## config.mk

```make
export PLATFORM = sky130hd
export DESIGN_NAME = bcd_counter_scan
export DESIGN_NICKNAME = d
export VERILOG_FILES = /design/src/rtl/bcd_counter_scan.sv
export SDC_FILE = /design/constraint.sdc
export NUM_CORES = 1
export LEC_CHECK = 0
export ABC_AREA = 1
export BUFFER_PORTS_ARGS = -buffer_cell sky130_fd_sc_hd__buf_2
export CAP_MARGIN = 10
export CORE_AREA = 2 2 106 108
export DETAILED_ROUTE_END_ITERATION = 16
export DIE_AREA = 0 0 108 110
export GPL_ROUTABILITY_DRIVEN = 0
export GPL_TIMING_DRIVEN = 0
export PLACE_DENSITY = 0.69
export SYNTH_ARGS = -nofsm -noshare
export SYNTH_HDL_FRONTEND = slang
export SYNTH_SLANG_ARGS = --single-unit
export TNS_END_PERCENT = 1
```

## constraint.sdc

```tcl
create_clock -name clk -period 1.5 [get_ports clk]
set_input_delay 0.075 -clock clk [delete_from_list [all_inputs] [get_ports clk]]
set_output_delay 0.075 -clock clk [all_outputs]
set_load 0.02 [all_outputs]
```

## src/rtl/bcd_counter_scan.sv

```systemverilog
// Four-digit BCD up/down counter with a prescaled count tick and a
// time-multiplexed digit scan for a common-anode 7-segment display.
module bcd_counter_scan #(
  parameter int CNT_DIV  = 50_000_000,
  parameter int SCAN_DIV = 50_000
) (
  input  logic        clk,
  input  logic        rst,
  input  logic        en,
  input  logic        up,
  input  logic        clr,
  output logic [15:0] count,
  output logic [3:0]  bcd,
  output logic [3:0]  an,
  output logic        wrap
);

  localparam int CW = (CNT_DIV > 1) ? $clog2(CNT_DIV) : 1;
  localparam int SW = (SCAN_DIV > 1) ? $clog2(SCAN_DIV) : 1;
  localparam logic [CW-1:0] CNT_LAST  = CW'(CNT_DIV - 1);
  localparam logic [SW-1:0] SCAN_LAST = SW'(SCAN_DIV - 1);

  logic [CW-1:0] cnt_pre_q, cnt_pre_d;
  logic [SW-1:0] scan_pre_q, scan_pre_d;
  logic [15:0]   count_q, count_d;
  logic [1:0]    idx_q, idx_d;
  logic [3:0]    an_q, an_d;
  logic [3:0]    bcd_q, bcd_d;
  logic          wrap_q, wrap_d;
  logic          tick;

  // Ripple a +1 / -1 through the four decimal digits.
  function automatic logic [15:0] bcd_step(input logic [15:0] v, input logic inc);
    logic [15:0] r;
    logic        carry;
    logic [3:0]  d;
    r     = v;
    carry = 1'b1;
    for (int i = 0; i < 4; i++) begin
      d = v[4*i +: 4];
      if (carry) begin
        if (inc) begin
          if (d >= 4'd9) begin
            r[4*i +: 4] = 4'd0;
          end else begin
            r[4*i +: 4] = d + 4'd1;
            carry       = 1'b0;
          end
        end else begin
          if (d == 4'd0 || d > 4'd9) begin
            r[4*i +: 4] = 4'd9;
          end else begin
            r[4*i +: 4] = d - 4'd1;
            carry       = 1'b0;
          end
        end
      end
    end
    return r;
  endfunction

  // Count path: clr overrides the tick, en gates the prescaler.
  always_comb begin
    tick      = en && (cnt_pre_q == CNT_LAST) && !clr;
    cnt_pre_d = cnt_pre_q;
    count_d   = count_q;
    wrap_d    = 1'b0;
    if (clr) begin
      cnt_pre_d = '0;
      count_d   = 16'h0000;
    end else if (en) begin
      if (tick) begin
        cnt_pre_d = '0;
        count_d   = bcd_step(count_q, up);
        wrap_d    = up ? (count_q == 16'h9999) : (count_q == 16'h0000);
      end else begin
        cnt_pre_d = cnt_pre_q + CW'(1);
      end
    end
  end

  // Scan path: free-running; an and bcd come from the same next index.
  always_comb begin
    scan_pre_d = scan_pre_q + SW'(1);
    idx_d      = idx_q;
    if (scan_pre_q == SCAN_LAST) begin
      scan_pre_d = '0;
      idx_d      = idx_q + 2'd1;
    end
    an_d = ~(4'b0001 << idx_d);
    case (idx_d)
      2'd0:    bcd_d = count_q[3:0];
      2'd1:    bcd_d = count_q[7:4];
      2'd2:    bcd_d = count_q[11:8];
      default: bcd_d = count_q[15:12];
    endcase
  end

  always_ff @(posedge clk) begin
    if (rst) begin
      cnt_pre_q  <= '0;
      scan_pre_q <= '0;
      count_q    <= 16'h0000;
      idx_q      <= 2'd0;
      an_q       <= 4'b1110;
      bcd_q      <= 4'h0;
      wrap_q     <= 1'b0;
    end else begin
      cnt_pre_q  <= cnt_pre_d;
      scan_pre_q <= scan_pre_d;
      count_q    <= count_d;
      idx_q      <= idx_d;
      an_q       <= an_d;
      bcd_q      <= bcd_d;
      wrap_q     <= wrap_d;
    end
  end

  assign count = count_q;
  assign bcd   = bcd_q;
  assign an    = an_q;
  assign wrap  = wrap_q;

endmodule

```

# [After elaboration in Yosys (flattened, before gate mapping)]
# Index checks and enable logic that the tools add are counted.
# Widths: inputs -> output; s select.
[totals] reg_bits=69 latch_bits=0 ram_bits=0 romBits=0 wordCells=94 n_memories=0
[classes] add_sub_neg=11 mul=0 div_mod_pow=0 magnitude_cmp=8 n_eq_ne=5 n_shift=1 mux=36 bitwise_logic=3 n_reduce_logical=20
[op_table] op="$mux 4" count=12
[op_table] op="$eq 16x16->1 const B" count=2
[op_table] op="$add 26x1->26 const B" count=1
[op_table] op="$eq 26x26->1 const B" count=1
[op_table] op="$mux 26" count=1
[op_table] op="$mux 1" count=21
[op_table] op="$add 16x1->16 const B" count=1
[op_table] op="$add 4x1->4 const B" count=4
[op_table] op="$ge 4x4->1 const B" count=4
[op_table] op="$gt 4x4->1 const B" count=4
[op_table] op="$logic_not 16->1" count=1
[op_table] op="$logic_not 4->1" count=4
[op_table] op="$sub 4x1->4 const B" count=4
[op_table] op="$pmux 4 s3" count=1
[op_table] op="$reduce_and 3->1" count=3
[op_table] op="$logic_or 1x1->1" count=4
[op_table] op="$not 4->4" count=1
[op_table] op="$reduce_or 2->1" count=2
[op_table] op="$reduce_or 4->1" count=1
[op_table] op="$shl 1x2->4 const A" count=1
[op_table] op="$add 2x1->2 const B" count=1
[op_table] op="$eq 2x1->1 const B" count=1
[op_table] op="$eq 2x2->1 const B" count=1
[op_table] op="$logic_and 1x1->1" count=2
[op_table] op="5 further kinds" count=6

# [Longest topological paths before layout]
# Gate-level depths: netlist of the first run.
[depth] ltp_word=16 ltp_mapped=13 mapped_depth_nobuf=13

# [Least setup slack after synthesis of the first run]
# No wires, ideal clock.
[synth_path] kind="register to register" startpoint="register count_q[0], in the netlist count[0]" endpoint="register count_q[12], in the netlist count[12]" setup_ps=113 arrival_ps=1655 required_ps=1387 setup_slack_ps=-268 stages_incl_launch_ff=11 n_path_buf=0 period_less_slack_ps=1768 path_cell_list="dfxtp_1 inv_1 ha_1 nand2_1 nand2_1 o21bai_2 nor2_2 nor2_8 nand3_4 nor2_1 nor2_1"
[synth_between] elab_chain_len=16 elab_cells_between_ends=19
[synth_lines] item="start: declaration" line="25" source="logic [15:0] count_q, count_d;"
[synth_lines] item="start signal: assignment" line="111" source="count_q <= count_d;"
[synth_lines] item="$gt 4x4->1 or $logic_not 4->1 (tied branches)" line="50" source="if (d == 4'd0 || d > 4'd9) begin"
[synth_lines] item="$logic_or 1x1->1" line="50"
[synth_lines] item="$mux 1" line="50"
[synth_lines] item="$mux 1 (*)" line="42" source="if (inc) begin"
[synth_lines] item="$mux 1 (*)" line="72" source="if (tick) begin"
[synth_lines] item="$mux 1 (*)" line="71" source="end else if (en) begin"
[synth_lines] item="$mux 1 (*)" line="68" source="if (clr) begin"
[synth_lines] item="$mux 1 (*)" line="41" source="if (carry) begin"
[synth_lines] item="$mux 1 (*)" line="72"
[synth_lines] item="$mux 1 (*)" line="71"
[synth_lines] item="$mux 1 (*)" line="68"
[synth_lines] item="$mux 1 (*)" line="41"
[synth_lines] item="$mux 1 (*)" line="72"
[synth_lines] item="$mux 1 (*)" line="71"
[synth_lines] item="$mux 1 (*)" line="68"
[synth_lines] item="$reduce_and 3->1 (no source line) (*)"
# Mark *: on every way between the ends. The rest lies on a longest branch, timed or not. The select of a mux whose other input is x is not followed.
# A chain may end at the register's enable or synchronous reset.

# [Worst setup path in the final report of the first run]
[layout_path] startpoint="register count_q[0], in the netlist count[0]" endpoint="register count_q[5], in the netlist count[5]"
[layout_between] elab_chain_len=8 elab_cells_between_ends=11
[layout_lines] item="$gt 4x4->1 or $logic_not 4->1 (tied branches)" line="50"
[layout_lines] item="$logic_or 1x1->1" line="50"
[layout_lines] item="$mux 1" line="50"
[layout_lines] item="$mux 1 (*)" line="42"
[layout_lines] item="$mux 1 (*)" line="72"
[layout_lines] item="$mux 1 (*)" line="71"
[layout_lines] item="$mux 1 (*)" line="68"
[layout_lines] item="$reduce_and 3->1 (no source line) (*)"
# Marks and branches as above.

==> results_dict.tcl, run 1 <==
set metrics [dict create \
    globalRoute.totalOverflow 0 \
    intPower_w 0.002535 \
    start_kind "flip-flop" \
    power_switching_w 0.0009956 \
    synth_compound_area_share_pct 11.16 \
    slew_viol_final 0 \
    die_x_microns 108 \
    synth.avg_cell_area_sq_um 6.897 \
    failed_checks "setup timing" \
    ys_top_cells_by_count "nand2_1, nor2_1, inv_1" \
    core_region_area_sq_mm 0.01070 \
    clk_latency_ns 0.36 \
    grt_pass1_vias 3749 \
    synth_area_leaders "dfxtp_1, nand2_1, nor2_1" \
    wire_per_inst_microns 12.61 \
    grt.met1_usage_pct 21.40 \
    seqPwrFrac_pct 52.0 \
    min_path_type "primary input to flip-flop" \
    status "complete, but fails checks" \
    fin_nets 685 \
    start_util_pct 39.39 \
    diodes 0 \
    dp_hpwl_microns 7509 \
    layout-drive-gt1-share_pct 26.42 \
    cts.reportedPaths.clkPinSlew_ns 0.09 \
    synth-edff-count 0 \
    antenna_left 0 \
    fmax_mhz 617.5 \
    synth_top_family_by_area "simple AND/OR/NAND/NOR gates" \
    firstDrtPassIters 7 \
    fin_ws_ns -0.1195 \
    synth_fa_ha_area_share_pct 4.454 \
    tightest_slew_ns 0.6857 \
    top_usage_layer "met2" \
    power_w 0.003531 \
    grt_max_degree 17 \
    synth.largest_area_cell "dfxtp_1" \
    period_needed_ns 1.620 \
    ys_ff_latch 69 \
    grt_pass1_wl_microns 16700 \
    global_route.usage.met3_pct 3.880 \
    yosysWarnings 0 \
    synth.most_common_cell "nand2_1" \
    worstPathCellList "inv_2 -> ha_1 -> nand2_1 -> nor2_2 -> o21bai_4 -> nor2_4 -> nor2_8 -> buf_4 -> o21ai_0 -> nor2_1" \
    drtIter0Drc 279 \
    vias_per_cell 5.115 \
    seq_area_frac_synth_pct 32.78 \
    p_sw_share_pct 28.20 \
    finalCritPeriodShare_pct 108.0 \
    grt_antenna_before_repair 0 \
    maxCapViolCount 0 \
    cts_buffers 9 \
    crit_start "count[0]" \
    synthSimpleGateAreaFrac_pct 38.21 \
    cp-end-kind "flip-flop" \
    reg2reg_to "count[5]" \
    critPathKind "flip-flop to flip-flop" \
    max_stage_delay_ns 0.37 \
    synthMuxAreaShare_pct 0 \
    synthCells 611 \
    holdWs_ns 0.04026 \
    hold_violations 0 \
    vias 4143 \
    hold_depth 3 \
    grt_use_met2_pct 29.92 \
    power.density_mw_per_mm2 686.7 \
    io_pins 30 \
    row_count 38 \
    synth_nets 631 \
    ir_worst_vdd_v 0.0005322 \
    area_growth_pct 22.00 \
    port_buffers 28 \
    async_reset_ff_share_pct 0 \
    rr_worst_depth 10 \
    crit_fanout 7 \
    clockBufferDepth 2 \
    synth_cell_types 43 \
    drt_wl_total_microns 10210 \
    cts_tree "yes" \
    fin_skew_ns 0.01460 \
    rr_startpoint "count[0]" \
    crit_path_top_delay_cell "dfxtp_4" \
    p_leak_nw 2.186 \
    p_clk_share_pct 43.5 \
    rsz0062_at_grt "yes" \
    relSlewSlack_pct 54.12 \
    synth-xor-area-share_pct 4.157 \
    numClockSinks 69 \
    synth_top_area_share_pct 32.78 \
    drc 0 \
    crit_arrival_ns 1.87 \
    p_comb_share_pct 4.5 \
    die_h_microns 110 \
    dieArea_sq_mm 0.01188 \
    synth_area_sq_mm 0.004214 \
    cts_root_buffer "clkbuf_8" \
    finalSetupViolCount 33 \
    required_ns 1.75 \
    synthFlopType "dfxtp_1" \
    grt_use_total_pct 17.39 \
    rrSetupSlack_ns -0.12 \
    crit_end "count[5]" \
    h-tree-depth 3 \
]
==> registers in the layout (all words and copies together) (netlist names) <==
name / flops
wrap: 1
scan_pre_q: 16
bcd: 4
count: 16
an: 4
cnt_pre_q: 26
idx_q: 2
==> power groups by stage <==
stage	combinational (W)	clock [W]	sequential [W]
final	0.000158	0.00154	0.00184
after global routing	0.000176	0.00165	0.00184
after CTS	0.000150	0.00158	0.00184
after detailed placement	0.000141	0	0.00188
after global placement	0.000139	0	0.00188
after floorplan	0.000102	0	0.00187
==> logic make-up after synthesis <==
kind of cell | Yosys count
AO/OA/AOI/OAI | 81
flip-flops | 69
AND/OR/NAND/NOR | 330
XOR/XNOR | 20
buffers and inverters | 96
adder cells (fa/ha/maj) | 15
==> area by class of cell <==
| type | instances | area (sq um) |
|---|---|---|
| tap | 140 | 175.2 |
| clock buffer | 9 | 123.9 |
| sequential | 69 | 1423 |
| inverter | 87 | 340.3 |
| clock inverter | 7 | 70.07 |
| fill | 1045 | 5557 |
| timing repair buffer | 43 | 267.8 |
| buffer | 9 | 76.32 |
| multi-input combinational | 446 | 2665 |
==> stage by stage <==
stage          setup WS (ns)  cells  setup TNS [ns]  utilization (%)  area, sq um
6_report             -0.1195    810          -2.060            48.06         5141
4_1_cts              -0.1646    800          -2.604            46.20         4942
3_5_place_dp         -0.3448    779          -8.639            43.12         4613
5_1_grt              -0.2608    810          -7.625            48.06         5141
2_1_floorplan      -0.006848    611        -0.01854                -         4298
3_3_place_gp         -0.3082    779          -6.945            43.12         4613
==> per-layer routing <==
layer / up-vias / routed length (microns)
met5: - / 0
met4: 0 / 158
met3: 13 / 577
met2: 102 / 4974
met1: 1918 / 4500
li1: 2110 / -
==> timing repair <==
| item | in CTS | in global routing |
|---|---|---|
| gates cloned | 0 | 1 |
| pin swaps | 11 | 15 |
| hold buffers | 1 | 0 |
| setup endpoints to repair | 60 | 56 |
| endpoints found under the hold margin | 3 | 0 |
| buffers inserted | 4 | 9 |
| resized for setup | 25 | 32 |
==> critical path, delay by kind of cell (launching register included) <==
family / cells / cell delay (ns)
DFF: 1 / 0.37
and+or+nand+nor: 5 / 0.41
adders and majority gates: 1 / 0.19
buffers and inverters: 2 / 0.20
AOI/OAI and AO/OA: 2 / 0.33
==> how the worst min path moves through the flow <==
| stage | startpoint | endpoint | slack [ns] |
|---|---|---|---|
| 5_1_grt | en | cnt_pre_q[1] | 0.06 |
| 6_report | en | cnt_pre_q[1] | 0.04 |
| 4_1_cts | en | cnt_pre_q[1] | 0.03 |
| 3_5_place_dp | rst | an[0] | 0.36 |
| 2_1_floorplan | rst | an[0] | 0.14 |
| 3_3_place_gp | rst | idx_q[0] | 0.35 |
==> cell usage in the layout, fill, tap and decap left out, types with 5 or more instances in the layout <==
cell type and count:
nand2_1 109, nor2_1 70, inv_1 66, dfxtp_1 52, nand3_1 50, o21ai_0 34, buf_2 29, a21oi_1 27
nand4_1 21, buf_4 16, nor3_1 15, inv_2 15, xor2_1 13, nor2_4 12, nor2_2 11, nand2_2 10
ha_1 10, nand2_4 9, clkbuf_8 9, dfxtp_2 9, dfxtp_4 8, xnor2_1 7, nand3_2 6, inv_4 5
nor3_2 5
Power figures use the tool's default switching activity.
==> run 2, diff against run 1 <==
ABC_AREA = not set   (was 1)
CORE_AREA = 2 2 102 104   (was 2 2 106 108)
DIE_AREA = 0 0 104 106   (was 0 0 108 110)
GPL_TIMING_DRIVEN = not set   (was 0)
==> run 2 against run 1 <==
Effect of this change:
- the run still ends with setup timing left
- critical path depth decreased by 4
- clock skew decreased by 0.0059 ns
- count of clock-buffer cells in the layout unchanged
- power increased by 7.5%
- combinational power increased by 22%
- critical path type unchanged
- largest cell class unchanged
- largest power group unchanged
- highest routed layer unchanged
==> results_dict.tcl, run 2 <==
set metrics [dict create \
    die_h_microns 106 \
    dieArea_sq_mm 0.01102 \
    crit_path_frequent_cell "or3_4" \
    synth_top_area_share_pct 35.91 \
    rrSetupSlack_ns -0.40 \
    antenna_left 0 \
    port_buffers 29 \
    grt_max_degree 24 \
    fin_skew_ns 0.008686 \
    cts.reportedPaths.clkPinSlew_ns 0.08 \
    p_comb_share_pct 5.1 \
    rr_worst_depth 6 \
    drtIter0Drc 220 \
    cts_tree "yes" \
    cts_root_buffer "clkbuf_8" \
    crit_arrival_ns 2.14 \
    area_growth_pct 43.98 \
    cts_hold_buf 0 \
    clk_latency_ns 0.36 \
    start_kind "flip-flop" \
    min_from "rst" \
    firstDrtPassIters 5 \
    ys_top_cells_by_count "dfxtp_1, nor2_1, nand2_1" \
    row_count 37 \
    rsz0062_at_grt "yes" \
    intPower_w 0.002878 \
    synth.largest_area_cell "dfxtp_1" \
    numClockSinks 69 \
    holdWs_ns 0.08750 \
    layout-drive-gt1-share_pct 36.98 \
    failed_checks "setup timing" \
    required_ns 1.74 \
    cp-end-kind "flip-flop" \
    min_path_type "primary input to flip-flop" \
    slew_viol_final 0 \
    synth_area_leaders "dfxtp_1, nor2_1, xnor2_1" \
    drt_wl_total_microns 10560 \
    hold_depth 2 \
    seq_area_frac_synth_pct 35.91 \
    die_x_microns 104 \
    stdcell_count 758 \
    largest_reg_flops 26 \
    synth_area_sq_mm 0.003846 \
    ys_ff_latch 69 \
    tightest_slew_ns 0.4470 \
    p_leak_nw 2.189 \
    crit_path_top_delay_cell "or3_4" \
    h-tree-depth 3 \
    finalCritPeriodShare_pct 126.9 \
    synth_nets 500 \
    vias 3963 \
    wire_per_inst_microns 13.93 \
    io_pins 30 \
    power_switching_w 0.0009174 \
    max_stage_delay_ns 0.44 \
    period_needed_ns 1.903 \
    layout_common_cells "buf_4, nor2_1, dfxtp_1" \
    rr_startpoint "cnt_pre_q[1]" \
    fin_nets 637 \
    yosysWarnings 0 \
    diodes 0 \
    synth_cell_types 51 \
    clockBufferDepth 2 \
    finalSetupViolCount 49 \
    largest_register "cnt_pre_q" \
    core_region_area_sq_mm 0.01000 \
    relSlewSlack_pct 70.00 \
    async_reset_ff_share_pct 0 \
    p_sw_share_pct 24.17 \
    globalRoute.totalOverflow 0 \
    grt_pass1_wl_microns 17530 \
    vias_per_cell 5.228 \
    cts_buffers 9 \
    worstPathCellList "ha_4 -> and4_4 -> nand4_4 -> or3_4 -> or3_4 -> mux2i_1" \
    fmax_mhz 525.5 \
    grt_antenna_before_repair 0 \
    synth-edff-count 0 \
    final_util_pct 55.38 \
    reg2reg_to "count[13]" \
    dp.cells 740 \
    grt_use_total_pct 19.43 \
    synthCells 480 \
    maxCapViolCount 0 \
    fin_ws_ns -0.4031 \
    status "complete, but fails checks" \
    power.density_mw_per_mm2 685.4 \
    seqPwrFrac_pct 48.6 \
    drc 0 \
    synthFlopType "dfxtp_1" \
    dp_hpwl_microns 7608 \
    hold_end "an[0]" \
    crit_family "simple AND/OR/NAND/NOR gates" \
    ir_worst_vdd_v 0.0003927 \
    power_w 0.003795 \
    hold_violations 0 \
    cp.buffers_inverters 0 \
    crit_fanout 5 \
    mostFrequentLayoutCell "buf_4" \
    critPathKind "flip-flop to flip-flop" \
    p_clk_share_pct 46.3 \
    grt_pass1_vias 3915 \
    synth.most_common_cell "dfxtp_1" \
    synth.avg_cell_area_sq_um 8.013 \
    start_util_pct 38.46 \
]
-- run 2: cell types whose count changed after synthesis, sizes merged, moves of 9 or more --
cell / change
xnor2: +16
o21ai: -10
nand2: -97
mux2i: +9
a211oi: +10
inv: -66
nor2: -32
clkbuf: +19
nand3: -34
-- run 2: through the flow --
step | setup slack [ns] | setup TNS, ns | area (sq um)
CTS | -0.3709 | -12.79 | 5310
floorplan | -0.5039 | -19.85 | 3886
global route | -0.4937 | -16.92 | 5538
global placement | -0.4521 | -15.58 | 5004
finish | -0.4031 | -13.04 | 5538
detailed placement | -0.5508 | -19.49 | 5004
-- run 2: final cells by class --
class / count / area (sq um)
clock inverter: 7 / 101.3
multi-input combinational: 366 / 2581
tap: 136 / 170.2
sequential: 69 / 1401
clock buffer: 9 / 123.9
timing repair buffer: 151 / 1085
fill: 883 / 4462
inverter: 20 / 75.07
-- run 2: power by group through the flow --
| stage | clock network, W | logic [W] | registers [W] |
|---|---|---|---|
| floorplan | 0 | 0.0000885 | 0.00189 |
| global placement | 0 | 0.000171 | 0.00188 |
| detailed placement | 0 | 0.000174 | 0.00189 |
| CTS | 0.00178 | 0.000181 | 0.00185 |
| global route | 0.00186 | 0.000213 | 0.00185 |
| finish | 0.00176 | 0.000193 | 0.00185 |
-- run 2: worst max-delay path by stage --
stage	start	to	slack (ns)	cells after the start
after floorplan	cnt_pre_q[1]	count[13]	-0.50	9
after detailed placement	cnt_pre_q[16]	count[13]	-0.55	5
final	cnt_pre_q[1]	count[13]	-0.40	6
after global placement	cnt_pre_q[16]	count[12]	-0.45	5
after global routing	count[0]	count[5]	-0.49	9
after CTS	count[5]	count[13]	-0.37	7
-- run 2: cells by family (layout without fill, tap and decap cells) --
logic type / after synthesis / after routing / share of synthesized area (%)
and+or+nand+nor: 208 / 208 / 28.04
AOI/OAI and AO/OA: 95 / 95 / 15.35
DFF: 69 / 69 / 35.91
buffers and inverters: 45 / 187 / 4.587
xor gates and xnor gates: 39 / 39 / 8.881
adders and majority gates: 15 / 15 / 4.880
muxes: 9 / 9 / 2.342
-- run 2: per-layer routing --
layer | GRT usage, % | routed length [microns] | vias up
li1 | - | - | 1979
met1 | 22.89 | 4520 | 1856
met2 | 33.74 | 5223 | 99
met3 | 3.985 | 479 | 29
met4 | 9.459 | 336 | 0
met5 | 0 | 0 | -
-- run 2: what timing repair did --
action	CTS	global route
gates resized for setup	23	45
setup buffers	0	2
pin swaps	6	15
endpoints found under the setup margin	66	66
==> run 3, diff against run 2 <==
BUFFER_PORTS_ARGS = not set   (was -buffer_cell sky130_fd_sc_hd__buf_2)
DONT_BUFFER_PORTS = 1   (was not set)
PLACE_DENSITY = 0.66   (was 0.69)
==> run 3 against run 2 <==
Effect of this change:
- the run still ends with setup timing left
- largest power group unchanged
- register-to-register slack better by 0.02 ns
- setup slack improved by 0.020 ns
- hold slack got worse by 0.072 ns
- critical path type unchanged
==> results_dict.tcl, run 3 (synthesis gave the netlist of run 2 again) <==
set metrics [dict create \
    status "complete, but fails checks" \
    failed_checks "setup timing" \
    crit_path_top_delay_cell "or3b_2" \
    power.density_mw_per_mm2 704.8 \
    finalCritPeriodShare_pct 125.5 \
    period_needed_ns 1.883 \
    slew_viol_final 0 \
    port_buffers 0 \
    area_growth_pct 38.00 \
    reg2reg_to "count[2]" \
    antenna_left 0 \
    grt_pass1_wl_microns 17570 \
    holdWs_ns 0.01516 \
    largest_register "cnt_pre_q" \
    layout_common_cells "buf_4, nor2_1, dfxtp_1" \
    wire_per_inst_microns 14.87 \
    vias 3957 \
    largest_reg_flops 26 \
    critPathKind "flip-flop to flip-flop" \
    ir_worst_vdd_v 0.0004135 \
    globalRoute.totalOverflow 0 \
    row_count 37 \
    layout-drive-gt1-share_pct 31.13 \
    dp_worst_setup_slack_ns -0.4871 \
    grt_use_total_pct 19.47 \
    grt_antenna_before_repair 0 \
    grt_max_degree 37 \
    cts.reportedPaths.clkPinSlew_ns 0.08 \
    drtIter0Drc 199 \
    dieArea_sq_mm 0.01102 \
    worstPathCellList "inv_1 -> ha_1 -> or3b_2 -> a21oi_2 -> a22oi_1 -> or3_1 -> a21oi_1" \
    drc 0 \
    cts_buffers 9 \
    cp-end-kind "flip-flop" \
    start_kind "flip-flop" \
    die_h_microns 106 \
    numClockSinks 69 \
    hold_violations 0 \
    fin_ws_ns -0.3830 \
    max_stage_delay_ns 0.48 \
    cp.buffers_inverters 1 \
    clk_latency_ns 0.36 \
    grt.met1_usage_pct 21.86 \
    fin_skew_ns 0.01356 \
    required_ns 1.79 \
    start_util_pct 38.46 \
    hold_depth 2 \
    cts_root_buffer "clkbuf_8" \
    crit_family "simple AND/OR/NAND/NOR gates" \
    hold_end "scan_pre_q[1]" \
    rsz0062_at_grt "yes" \
    fmax_mhz 531.1 \
    min_from "rst" \
    vias_per_cell 5.443 \
    global_route.usage.met3_pct 5.028 \
    io_pins 30 \
    fin_nets 606 \
    firstDrtPassIters 5 \
    rrSetupSlack_ns -0.38 \
    cts_tree "yes" \
    power_w 0.003741 \
    rr_worst_depth 7 \
    die_x_microns 104 \
    diodes 0 \
    min_path_type "primary input to flip-flop" \
    p_leak_nw 2.026 \
    dp_hpwl_microns 7449 \
    h-tree-depth 3 \
    crit_arrival_ns 2.17 \
    rr_startpoint "count[0]" \
    crit_fanout 4 \
    tightest_slew_ns 0.4580 \
    core_region_area_sq_mm 0.01000 \
    top_usage_layer "met2" \
    mostFrequentLayoutCell "buf_4" \
    grt_pass1_vias 3741 \
    grt_use_met2_pct 35.29 \
    finalSetupViolCount 49 \
    maxCapViolCount 0 \
    clockBufferDepth 2 \
    drt_wl_total_microns 10810 \
    final_area_sq_mm 0.005308 \
    dpl_cell_area_sq_mm 0.004841 \
    relSlewSlack_pct 69.37 \
]
## run 3: cell count changes in the layout (fill, tap and decap cells not counted), moves of 2 or more
cell,before,now
buf_2,29,0
o21ai_1,4,2
o31ai_2,2,0
dlygate4sd3_1,0,3
inv_6,4,2
nor3_1,15,17
nor4b_1,0,2
nor4b_2,3,1
buf_4,118,112
ha_4,5,3
clkinvlp_4,0,2
o31ai_1,2,4
## run 3: metal layers
layer  share of wire, %  wire length, microns
met5                  0                     0
met4                2.2                   235
met3                6.1                   656
met2                 51                  5514
met1                 41                  4401
## run 3: layout make-up
class / count / area [sq um]
clock buffers: 9 / 123.9
clock inverters: 7 / 97.59
fillers: 923 / 4692
inverters: 20 / 75.07
multi-input cells: 366 / 2492
flip-flops and latches: 69 / 1404
well taps: 136 / 170.2
repair buffers: 120 / 944.7
## run 3: per-stage QoR
step / instances / util (%) / setup TNS, ns
global route: 727 / 53.08 / -17.48
global placement: 707 / 48.41 / -16.06
floorplan: 480 / - / -19.85
CTS: 726 / 51.98 / -12.22
detailed placement: 707 / 48.41 / -17.86
finish: 727 / 53.08 / -12.32
## run 3: worst max path at each step
stage / start / depth (start not counted) / slack, ns / end
floorplan: cnt_pre_q[1] / 9 / -0.50 / count[13]
global placement: cnt_pre_q[16] / 7 / -0.44 / count[3]
detailed placement: count[1] / 7 / -0.49 / count[13]
CTS: cnt_pre_q[10] / 6 / -0.38 / count[2]
global route: cnt_pre_q[17] / 6 / -0.49 / count[2]
finish: count[0] / 7 / -0.38 / count[2]
## run 3: what timing repair did
action                                  CTS  global route
resized for setup                        29            22
hold buffers                              3             0
endpoints found under the setup margin   66            66
setup buffers                             0             1
endpoints found under the hold margin    20             0
pin swaps                                12             7
## run 3: worst reg2reg max path, cell delays in order, from the launching register on
cell	delay, ns
dfxtp_2	0.35
inv_1	0.09
ha_1	0.19
or3b_2	0.48
a21oi_2	0.16
a22oi_1	0.08
or3_1	0.32
a21oi_1	0.15
## run 3: power by group
part,internal (W),total (W),switching [W]
Combinational,0.0000707,0.000158,0.0000871
Sequential,0.00184,0.00185,0.00000902
Clock,0.000944,0.00174,0.000793
